**src/rtl/mem_access_controller_pkg.sv**
```systemverilog
// ---------------------------------------------------------------------------
// mem_access_controller_pkg
//   Shared widths and FSM encoding for the CPU-side memory initiator. The
//   memory module and the control unit import this package so that all three
//   blocks use the same address/data widths and state codes.
// ---------------------------------------------------------------------------
package mem_access_controller_pkg;

    localparam int MAC_ADDR_W = 10;
    localparam int MAC_DATA_W = 20;

    // Binary-encoded controller state; IDLE is the only non-busy state.
    typedef enum logic [1:0] {
        ST_IDLE  = 2'd0,
        ST_FETCH = 2'd1,
        ST_LOAD  = 2'd2,
        ST_STORE = 2'd3
    } state_e;

    function automatic logic state_busy(input state_e s);
        return (s != ST_IDLE);
    endfunction

endpackage

```
**src/rtl/mem_access_controller_if.sv**
```systemverilog
// ---------------------------------------------------------------------------
// mem_access_controller_if
//   Bundles the core-side request/done handshake and the memory-side bus of
//   the memory access controller.
//
//   Handshake: a request (fetch_req or ls_req) is taken only on a rising edge
//   where busy is low; the core holds it until that happens. Completion is a
//   one-cycle pulse: ir_valid for a fetch, ls_done for a load or store. With
//   both requests high in IDLE, ls_req wins and fetch_req stays pending.
//
//   master : controller view (drives busy/results/memory bus, plus dbg_state)
//   slave  : environment view (core + memory)
// ---------------------------------------------------------------------------
interface mem_access_controller_if
    import mem_access_controller_pkg::*;
#(
    parameter int ADDR_W = MAC_ADDR_W,
    parameter int DATA_W = MAC_DATA_W
) ();

    // core side
    logic              fetch_req;
    logic              fetch_jump;
    logic [ADDR_W-1:0] fetch_pc;
    logic              ls_req;
    logic              ls_write;
    logic [ADDR_W-1:0] ls_addr;
    logic [DATA_W-1:0] ls_wdata;
    logic              busy;
    logic [DATA_W-1:0] ir;
    logic              ir_valid;
    logic [ADDR_W-1:0] pc_out;
    logic [DATA_W-1:0] ls_rdata;
    logic              ls_done;

    // memory side
    logic [ADDR_W-1:0] mem_pc;
    logic [ADDR_W-1:0] mem_addr;
    logic [DATA_W-1:0] mem_write;
    logic              mem_wr_select;
    logic [DATA_W-1:0] mem_inst;
    logic [DATA_W-1:0] mem_read;

    // FSM state, exported for observation
    state_e            dbg_state;

    modport master (
        input  fetch_req, fetch_jump, fetch_pc,
        input  ls_req, ls_write, ls_addr, ls_wdata,
        input  mem_inst, mem_read,
        output busy, ir, ir_valid, pc_out, ls_rdata, ls_done,
        output mem_pc, mem_addr, mem_write, mem_wr_select,
        output dbg_state
    );

    modport slave (
        output fetch_req, fetch_jump, fetch_pc,
        output ls_req, ls_write, ls_addr, ls_wdata,
        output mem_inst, mem_read,
        input  busy, ir, ir_valid, pc_out, ls_rdata, ls_done,
        input  mem_pc, mem_addr, mem_write, mem_wr_select,
        input  dbg_state
    );

endinterface

```
**src/rtl/mem_access_controller_pc_counter.sv**
```systemverilog
// ---------------------------------------------------------------------------
// pc_counter
//   Program counter register. Load has priority over increment; increment
//   wraps modulo 2^ADDR_W.
//
//   clk        : system clock
//   rst_n      : synchronous active-low reset to RESET_PC
//   load_i     : load load_val_i on the next edge
//   load_val_i : jump target
//   inc_i      : advance by one on the next edge
//   pc_o       : current PC
// ---------------------------------------------------------------------------
module pc_counter #(
    parameter int                ADDR_W   = 10,
    parameter logic [ADDR_W-1:0] RESET_PC = '0
) (
    input  logic              clk,
    input  logic              rst_n,
    input  logic              load_i,
    input  logic [ADDR_W-1:0] load_val_i,
    input  logic              inc_i,
    output logic [ADDR_W-1:0] pc_o
);

    logic [ADDR_W-1:0] pc_q;
    logic [ADDR_W-1:0] pc_d;

    always_comb begin
        pc_d = pc_q;
        if (load_i) begin
            pc_d = load_val_i;
        end else if (inc_i) begin
            pc_d = pc_q + ADDR_W'(1);
        end
    end

    always_ff @(posedge clk) begin
        if (!rst_n) begin
            pc_q <= RESET_PC;
        end else begin
            pc_q <= pc_d;
        end
    end

    assign pc_o = pc_q;

endmodule

```
**src/rtl/mem_access_controller.sv**
```systemverilog
// ---------------------------------------------------------------------------
// mem_access_controller
//   CPU-side initiator for the memory module. Sequences instruction fetch,
//   load and store as single-outstanding, one-cycle transactions and keeps
//   the fetched instruction / load result in registers for the control unit.
//   Owns the program counter (pc_counter sub-module).
//
//   clk   : system clock, all state updates on the rising edge
//   rst_n : synchronous active-low reset
//   bus   : core handshake + memory bus (mem_access_controller_if.master)
// ---------------------------------------------------------------------------
module mem_access_controller
    import mem_access_controller_pkg::*;
#(
    parameter int                ADDR_W   = MAC_ADDR_W,
    parameter int                DATA_W   = MAC_DATA_W,
    parameter logic [ADDR_W-1:0] RESET_PC = '0
) (
    input  logic                    clk,
    input  logic                    rst_n,
    mem_access_controller_if.master bus
);

    state_e            state_q;
    state_e            state_d;

    logic [DATA_W-1:0] ir_q,       ir_d;
    logic              ir_valid_q, ir_valid_d;
    logic [ADDR_W-1:0] pc_out_q,   pc_out_d;
    logic [DATA_W-1:0] ls_rdata_q, ls_rdata_d;
    logic              ls_done_q,  ls_done_d;
    logic [ADDR_W-1:0] mem_addr_q, mem_addr_d;
    logic [DATA_W-1:0] mem_wdat_q, mem_wdat_d;

    logic              idle;
    logic              accept_ls;
    logic              accept_fetch;
    logic              pc_load;
    logic              pc_inc;
    logic [ADDR_W-1:0] pc;

    // Request arbitration: data access beats fetch so the instruction in
    // flight finishes its load/store before the next one is fetched.
    assign idle         = (state_q == ST_IDLE);
    assign accept_ls    = idle && bus.ls_req;
    assign accept_fetch = idle && !bus.ls_req && bus.fetch_req;

    // ---------------- FSM: state register ----------------
    always_ff @(posedge clk) begin
        if (!rst_n) begin
            state_q <= ST_IDLE;
        end else begin
            state_q <= state_d;
        end
    end

    // ---------------- FSM: next state ----------------
    always_comb begin
        state_d = state_q;
        unique case (state_q)
            ST_IDLE: begin
                if (accept_ls) begin
                    state_d = bus.ls_write ? ST_STORE : ST_LOAD;
                end else if (accept_fetch) begin
                    state_d = ST_FETCH;
                end
            end
            ST_FETCH: state_d = ST_IDLE;
            ST_LOAD:  state_d = ST_IDLE;
            ST_STORE: state_d = ST_IDLE;
            default:  state_d = ST_IDLE;
        endcase
    end

    // ---------------- FSM: outputs ----------------
    always_comb begin
        bus.busy          = state_busy(state_q);
        // Gated by rst_n so an edge that samples reset never commits a store.
        bus.mem_wr_select = (state_q == ST_STORE) && rst_n;
        pc_load           = accept_fetch && bus.fetch_jump;
        pc_inc            = (state_q == ST_FETCH);
    end

    assign bus.dbg_state = state_q;

    // ---------------- program counter ----------------
    pc_counter #(
        .ADDR_W   (ADDR_W),
        .RESET_PC (RESET_PC)
    ) u_pc (
        .clk        (clk),
        .rst_n      (rst_n),
        .load_i     (pc_load),
        .load_val_i (bus.fetch_pc),
        .inc_i      (pc_inc),
        .pc_o       (pc)
    );

    // ---------------- result / bus registers ----------------
    always_comb begin
        ir_d       = ir_q;
        pc_out_d   = pc_out_q;
        ls_rdata_d = ls_rdata_q;
        mem_addr_d = mem_addr_q;
        mem_wdat_d = mem_wdat_q;
        ir_valid_d = (state_q == ST_FETCH);
        ls_done_d  = (state_q == ST_LOAD) || (state_q == ST_STORE);

        // The memory sees mem_pc on the mid-cycle falling edge, so mem_inst
        // is settled by the edge that closes FETCH.
        if (state_q == ST_FETCH) begin
            ir_d     = bus.mem_inst;
            pc_out_d = pc;
        end
        if (state_q == ST_LOAD) begin
            ls_rdata_d = bus.mem_read;
        end
        // Address and write data are captured at acceptance and then held,
        // so the memory sees stable values for the whole access cycle.
        if (accept_ls) begin
            mem_addr_d = bus.ls_addr;
            mem_wdat_d = bus.ls_wdata;
        end
    end

    always_ff @(posedge clk) begin
        if (!rst_n) begin
            ir_q       <= '0;
            ir_valid_q <= 1'b0;
            pc_out_q   <= RESET_PC;
            ls_rdata_q <= '0;
            ls_done_q  <= 1'b0;
            mem_addr_q <= '0;
            mem_wdat_q <= '0;
        end else begin
            ir_q       <= ir_d;
            ir_valid_q <= ir_valid_d;
            pc_out_q   <= pc_out_d;
            ls_rdata_q <= ls_rdata_d;
            ls_done_q  <= ls_done_d;
            mem_addr_q <= mem_addr_d;
            mem_wdat_q <= mem_wdat_d;
        end
    end

    assign bus.ir        = ir_q;
    assign bus.ir_valid  = ir_valid_q;
    assign bus.pc_out    = pc_out_q;
    assign bus.ls_rdata  = ls_rdata_q;
    assign bus.ls_done   = ls_done_q;
    assign bus.mem_pc    = pc;
    assign bus.mem_addr  = mem_addr_q;
    assign bus.mem_write = mem_wdat_q;

endmodule

```
**src/flat_wrapper.sv**
```systemverilog
// flat-port wrapper written by rule: the top's interface ports become plain ports
module mem_access_controller_flat import mem_access_controller_pkg::*;
#(
    parameter int                ADDR_W   = MAC_ADDR_W,
    parameter int                DATA_W   = MAC_DATA_W,
    parameter logic [ADDR_W-1:0] RESET_PC = '0
)
  (clk, rst_n, bus_fetch_req, bus_fetch_jump, bus_fetch_pc, bus_ls_req, bus_ls_write, bus_ls_addr, bus_ls_wdata, bus_mem_inst, bus_mem_read, bus_busy, bus_ir, bus_ir_valid, bus_pc_out, bus_ls_rdata, bus_ls_done, bus_mem_pc, bus_mem_addr, bus_mem_write, bus_mem_wr_select, bus_dbg_state);
  mem_access_controller_if #(.ADDR_W(ADDR_W), .DATA_W(DATA_W)) bus_i ();
  input  logic clk;
  input  logic rst_n;
  input wire logic [$bits(bus_i.fetch_req)-1:0] bus_fetch_req;
  input wire logic [$bits(bus_i.fetch_jump)-1:0] bus_fetch_jump;
  input wire logic [$bits(bus_i.fetch_pc)-1:0] bus_fetch_pc;
  input wire logic [$bits(bus_i.ls_req)-1:0] bus_ls_req;
  input wire logic [$bits(bus_i.ls_write)-1:0] bus_ls_write;
  input wire logic [$bits(bus_i.ls_addr)-1:0] bus_ls_addr;
  input wire logic [$bits(bus_i.ls_wdata)-1:0] bus_ls_wdata;
  input wire logic [$bits(bus_i.mem_inst)-1:0] bus_mem_inst;
  input wire logic [$bits(bus_i.mem_read)-1:0] bus_mem_read;
  output wire logic [$bits(bus_i.busy)-1:0] bus_busy;
  output wire logic [$bits(bus_i.ir)-1:0] bus_ir;
  output wire logic [$bits(bus_i.ir_valid)-1:0] bus_ir_valid;
  output wire logic [$bits(bus_i.pc_out)-1:0] bus_pc_out;
  output wire logic [$bits(bus_i.ls_rdata)-1:0] bus_ls_rdata;
  output wire logic [$bits(bus_i.ls_done)-1:0] bus_ls_done;
  output wire logic [$bits(bus_i.mem_pc)-1:0] bus_mem_pc;
  output wire logic [$bits(bus_i.mem_addr)-1:0] bus_mem_addr;
  output wire logic [$bits(bus_i.mem_write)-1:0] bus_mem_write;
  output wire logic [$bits(bus_i.mem_wr_select)-1:0] bus_mem_wr_select;
  output wire logic [$bits(bus_i.dbg_state)-1:0] bus_dbg_state;
  assign bus_i.fetch_req = bus_fetch_req;
  assign bus_i.fetch_jump = bus_fetch_jump;
  assign bus_i.fetch_pc = bus_fetch_pc;
  assign bus_i.ls_req = bus_ls_req;
  assign bus_i.ls_write = bus_ls_write;
  assign bus_i.ls_addr = bus_ls_addr;
  assign bus_i.ls_wdata = bus_ls_wdata;
  assign bus_i.mem_inst = bus_mem_inst;
  assign bus_i.mem_read = bus_mem_read;
  assign bus_busy = bus_i.busy;
  assign bus_ir = bus_i.ir;
  assign bus_ir_valid = bus_i.ir_valid;
  assign bus_pc_out = bus_i.pc_out;
  assign bus_ls_rdata = bus_i.ls_rdata;
  assign bus_ls_done = bus_i.ls_done;
  assign bus_mem_pc = bus_i.mem_pc;
  assign bus_mem_addr = bus_i.mem_addr;
  assign bus_mem_write = bus_i.mem_write;
  assign bus_mem_wr_select = bus_i.mem_wr_select;
  assign bus_dbg_state = bus_i.dbg_state;
  mem_access_controller #(.ADDR_W(ADDR_W), .DATA_W(DATA_W), .RESET_PC(RESET_PC)) u_core (.clk(clk), .rst_n(rst_n), .bus(bus_i));
endmodule
```
**config.mk**
```make
export PLATFORM = sky130hd
export DESIGN_NAME = mem_access_controller_flat
export DESIGN_NICKNAME = d
export VERILOG_FILES = /design/src/rtl/mem_access_controller_pkg.sv /design/src/rtl/mem_access_controller_if.sv /design/src/rtl/mem_access_controller_pc_counter.sv /design/src/rtl/mem_access_controller.sv /design/src/flat_wrapper.sv
export SDC_FILE = /design/constraint.sdc
export NUM_CORES = 1
export LEC_CHECK = 0
export ABC_CLOCK_PERIOD_IN_PS = 3300
export CAP_MARGIN = 20
export CORE_MARGIN = 4
export CORE_UTILIZATION = 43
export DETAILED_ROUTE_END_ITERATION = 6
export PLACE_DENSITY = 0.85
export RECOVER_POWER = 100
export REMOVE_ABC_BUFFERS = 1
export SLEW_MARGIN = 20
export SYNTH_ARGS = -nofsm -noshare
export SYNTH_HDL_FRONTEND = slang
export SYNTH_HIERARCHICAL = 1
export SYNTH_SLANG_ARGS = --single-unit
```
**constraint.sdc**
```tcl
create_clock -name clk -period 3.3 [get_ports clk]
set_input_delay 0.66 -clock clk [delete_from_list [all_inputs] [get_ports clk]]
set_output_delay 0.66 -clock clk [all_outputs]
set_load 0.03 [all_outputs]
```
==> flow_summary_export.csv <==
group,metric,value,unit
power,power.density,428,nW/um^2
synth,synth_top_family_by_area,"simple AND/OR/NAND/NOR gates",
sta,fmax,408,MHz
sta,fin_tns_setup,0,ns
detailed_routing,drc_errors,0,
power,vdd_drop_max,0.205,mV
cells_and_area,drive_gt1_share,3.81,%
global_routing,antenna_found_initial,0,
synth,synthSimpleGateAreaFrac,23.4,%
sta,rsz0062_at_grt,"no",
clocking,clkSlewWorstSetupHoldPaths,0.08,ns
sta,setup_viol,0,
detailed_routing,dr.pass1.iters,4,
setup_path,crit_required,2.64,ns
sta,fin_crit_sh,74.2,%
die,die_w,100,microns
setup_path,worstSetupEndpointType,"primary output",
cells_and_area,fin_cells,709,
synth,yosys.cell_types.count,32,
detailed_routing,drt_iter0_markers,166,
detailed_routing,via_count,3496,
global_routing,grt_pass1_vias,3419,
synth,yosysSeqAreaShare,51.5,%
detailed_routing,drtAntennaViolNets,0,
setup_path,start_kind,"flip-flop",
detailed_routing,vias_per_cell,4.93,
clocking,postCtsSetupBuffers,0,
cells_and_area,fin_nets,686,
die,initial_utilization,44.2,%
detailed_routing,wl_per_cell,14.5,microns
setup_path,crit_slowest_cell,"dlygate4sd3_1",
synth,synth_xor_area_share,2.16,%
power,leakage,2.25,nW
power,power.total,2.41,mW
sta,finalHoldViolCount,0,
detailed_routing,finalWirelength,10.3,mm
clocking,cts_made_buffers,9,
global_routing,grt_pass1_wl,16.6,mm
status,status,"completed",
synth,synth_warnings,6,
synth,yosys_register_bits,94,
hold_path,worstHoldPathType,"flip-flop to flip-flop",
sta,slew_violations,0,
synth,synthAdderAreaFrac,0.343,%
setup_path,critical-path-max-stage-delay,0.74,ns
job,drv_cap,0,
clocking,postCtsHoldBufs,0,
sta,tightest_slew,1.37,ns
place,port_buffers,181,
synth,synth_compound_area_share,16.8,%
die,die_height,100,microns
clocking,clock_latency,0.34,ns
clocking,htreeDepth,3,
synth,synthCells,434,
die,coreArea,8260,sq um
synth,synth_area,3650,sq um
clocking,cts_resized,0,
clocking,cts_tree,"done",
synth,synthMuxAreaShare,0.548,%
cells_and_area,nFillCells,680,
setup_path,r2r_cells,6,
place,dp_hpwl,7.59,mm
clocking,clockBufferDepth,2,
place,gp_congestion,0.810,
die,rows,33,
clocking,cts_root_buffer,"clkbuf_8",
sta,post-route-min-period,2.45,ns
synth,syn_avg_cell_area,8.42,sq um
global_routing,grt_usage,20.3,%
setup_path,crit_arrival,1.79,ns
cells_and_area,multi_input_area,1580,sq um
hold_path,holdPathStages,2,
sta,max_slew_margin,8.89,%
cells_and_area,regArea,1880,sq um
cells_and_area,synthToLayoutAreaGrowth,54.1,%
die,io_pins,182,
sta,skew,0.0107,ns
clocking,cts.sinks,94,
cells_and_area,diodes,0,
setup_path,cp_max_fo,8,
global_routing,gr-total-overflow,0,
die,die-area,10000,sq um
place,dp.cells,693,
setup_path,path_class,"flip-flop to primary output",
global_routing,grt_max_degree,81,
setup_path,crit_path_cell_trace,"nor2_1 -> inv_1 -> dlygate4sd3_1",
-- cell usage after synthesis (all sizes together) --
master  count  share of area, %
nand2     134                14
dfxtp      94                52
a21boi     50                10
nand3      34               4.7
o21ai      34               4.7
buf        22               3.8
a21oi      10               1.4
nor2       10               1.0
clkbuf      9               1.0
xnor2       6               1.4
and3        4              0.69
inv         4              0.41
nor3b       4               1.1
nand4       3              0.69
o22ai       3              0.51
xor2        3              0.72
and2        2              0.34
mux2i       2              0.55
nand2b      2              0.41
and2b       1              0.21
ha          1              0.34
nor2b       1              0.17
nor3        1              0.27
-- path summary, 6_finish.rpt --
kind         slack [ns]                                   end                                 start
min                0.46  u_core/bus.mem_write[5]$_SDFFE_PN0P_  u_core/bus.mem_write[5]$_SDFFE_PN0P_
max                0.85                              bus_busy  u_core/bus.dbg_state[1]$_SDFFE_PN0P_
min reg2reg        0.46  u_core/bus.mem_write[5]$_SDFFE_PN0P_  u_core/bus.mem_write[5]$_SDFFE_PN0P_
max reg2reg        0.94      u_core/u_pc/pc_o[5]$_SDFFE_PN0P_  u_core/bus.dbg_state[1]$_SDFFE_PN0P_
-- kinds of logic (layout without fill, tap and decap cells) --
logic type	after synthesis	after routing
AOI/OAI and AO/OA	97	97
xor gates and xnor gates	9	9
adders and majority gates	1	1
buffers and inverters	35	205
DFF	94	94
muxes	2	2
and+or+nand+nor	196	196
-- where the power goes --
| group | leakage, nW | switching (mW) | internal (mW) |
|---|---|---|---|
| Combinational | 1.40 | 0.261 | 0.212 |
| Clock | 0.0848 | 0.388 | 0.317 |
| Sequential | 0.767 | 0.0371 | 1.19 |
-- per-stage QoR --
step / hold WS, ns / setup slack, ns / cell area (sq um) / util (%)
finish: 0.456 / 0.850 / 5630 / 68.1
global route: 0.478 / 0.610 / 5630 / 68.1
CTS: 0.458 / 0.878 / 5630 / 68.2
detailed placement: 0.444 / 0.952 / 5440 / 65.9
global placement: 0.435 / 1.01 / 5440 / 65.9
floorplan: 0.573 / 1.17 / 3480 / -
-- final cells by class --
type,count,area share (%)
inverter,4,0.267
clock inverter,4,0.556
timing repair buffer,185,32.6
multi-input combinational,305,28.1
sequential,94,33.4
clock buffer,12,2.76
tap,105,2.33
-- metal layers --
metal | wire length (microns) | share of wire, % | track usage, %
met5 | 0 | 0 | 0
met4 | 243 | 2.4 | 7.88
met3 | 661 | 6.4 | 4.93
met2 | 5220 | 51 | 35.4
met1 | 4190 | 41 | 23.9
-- layout by cell type (no fill, tap or decap), drive strengths merged --
cell type      instances
nand2                134
dlygate4sd3           97
dfxtp                 94
clkdlybuf4s50         83
a21boi                50
nand3                 34
o21ai                 34
clkbuf                14
nor2                  10
a21oi                 10
xnor2                  6
inv                    4
and3                   4
nor3b                  4
clkinvlp               3
buf                    3
o22ai                  3
xor2                   3
nand4                  3
and2                   2
mux2i                  2
nand2b                 2
clkinv                 1
nor2b                  1
and2b                  1
nor3                   1
ha                     1
-- flip-flops by register name, summed over array words and instances, names as in the netlist --
| name | flops |
|---|---|
| u_core/bus.ir_valid | 1 |
| u_core/bus.pc_out | 10 |
| u_core/bus.mem_addr | 10 |
| u_core/bus.mem_write | 20 |
| u_core/bus.ls_rdata | 20 |
| u_core/bus.ls_done | 1 |
| u_core/bus.dbg_state | 2 |
| u_core/u_pc/pc_o | 10 |
| u_core/bus.ir | 20 |
-- worst max-delay path: cells and delay by family, from the launching register on --
| family | cells | cell delay, ns |
|---|---|---|
| buffers and inverters | 2 | 0.81 |
| DFF | 1 | 0.50 |
| and+or+nand+nor | 1 | 0.14 |
Power figures use the tool's default switching activity.
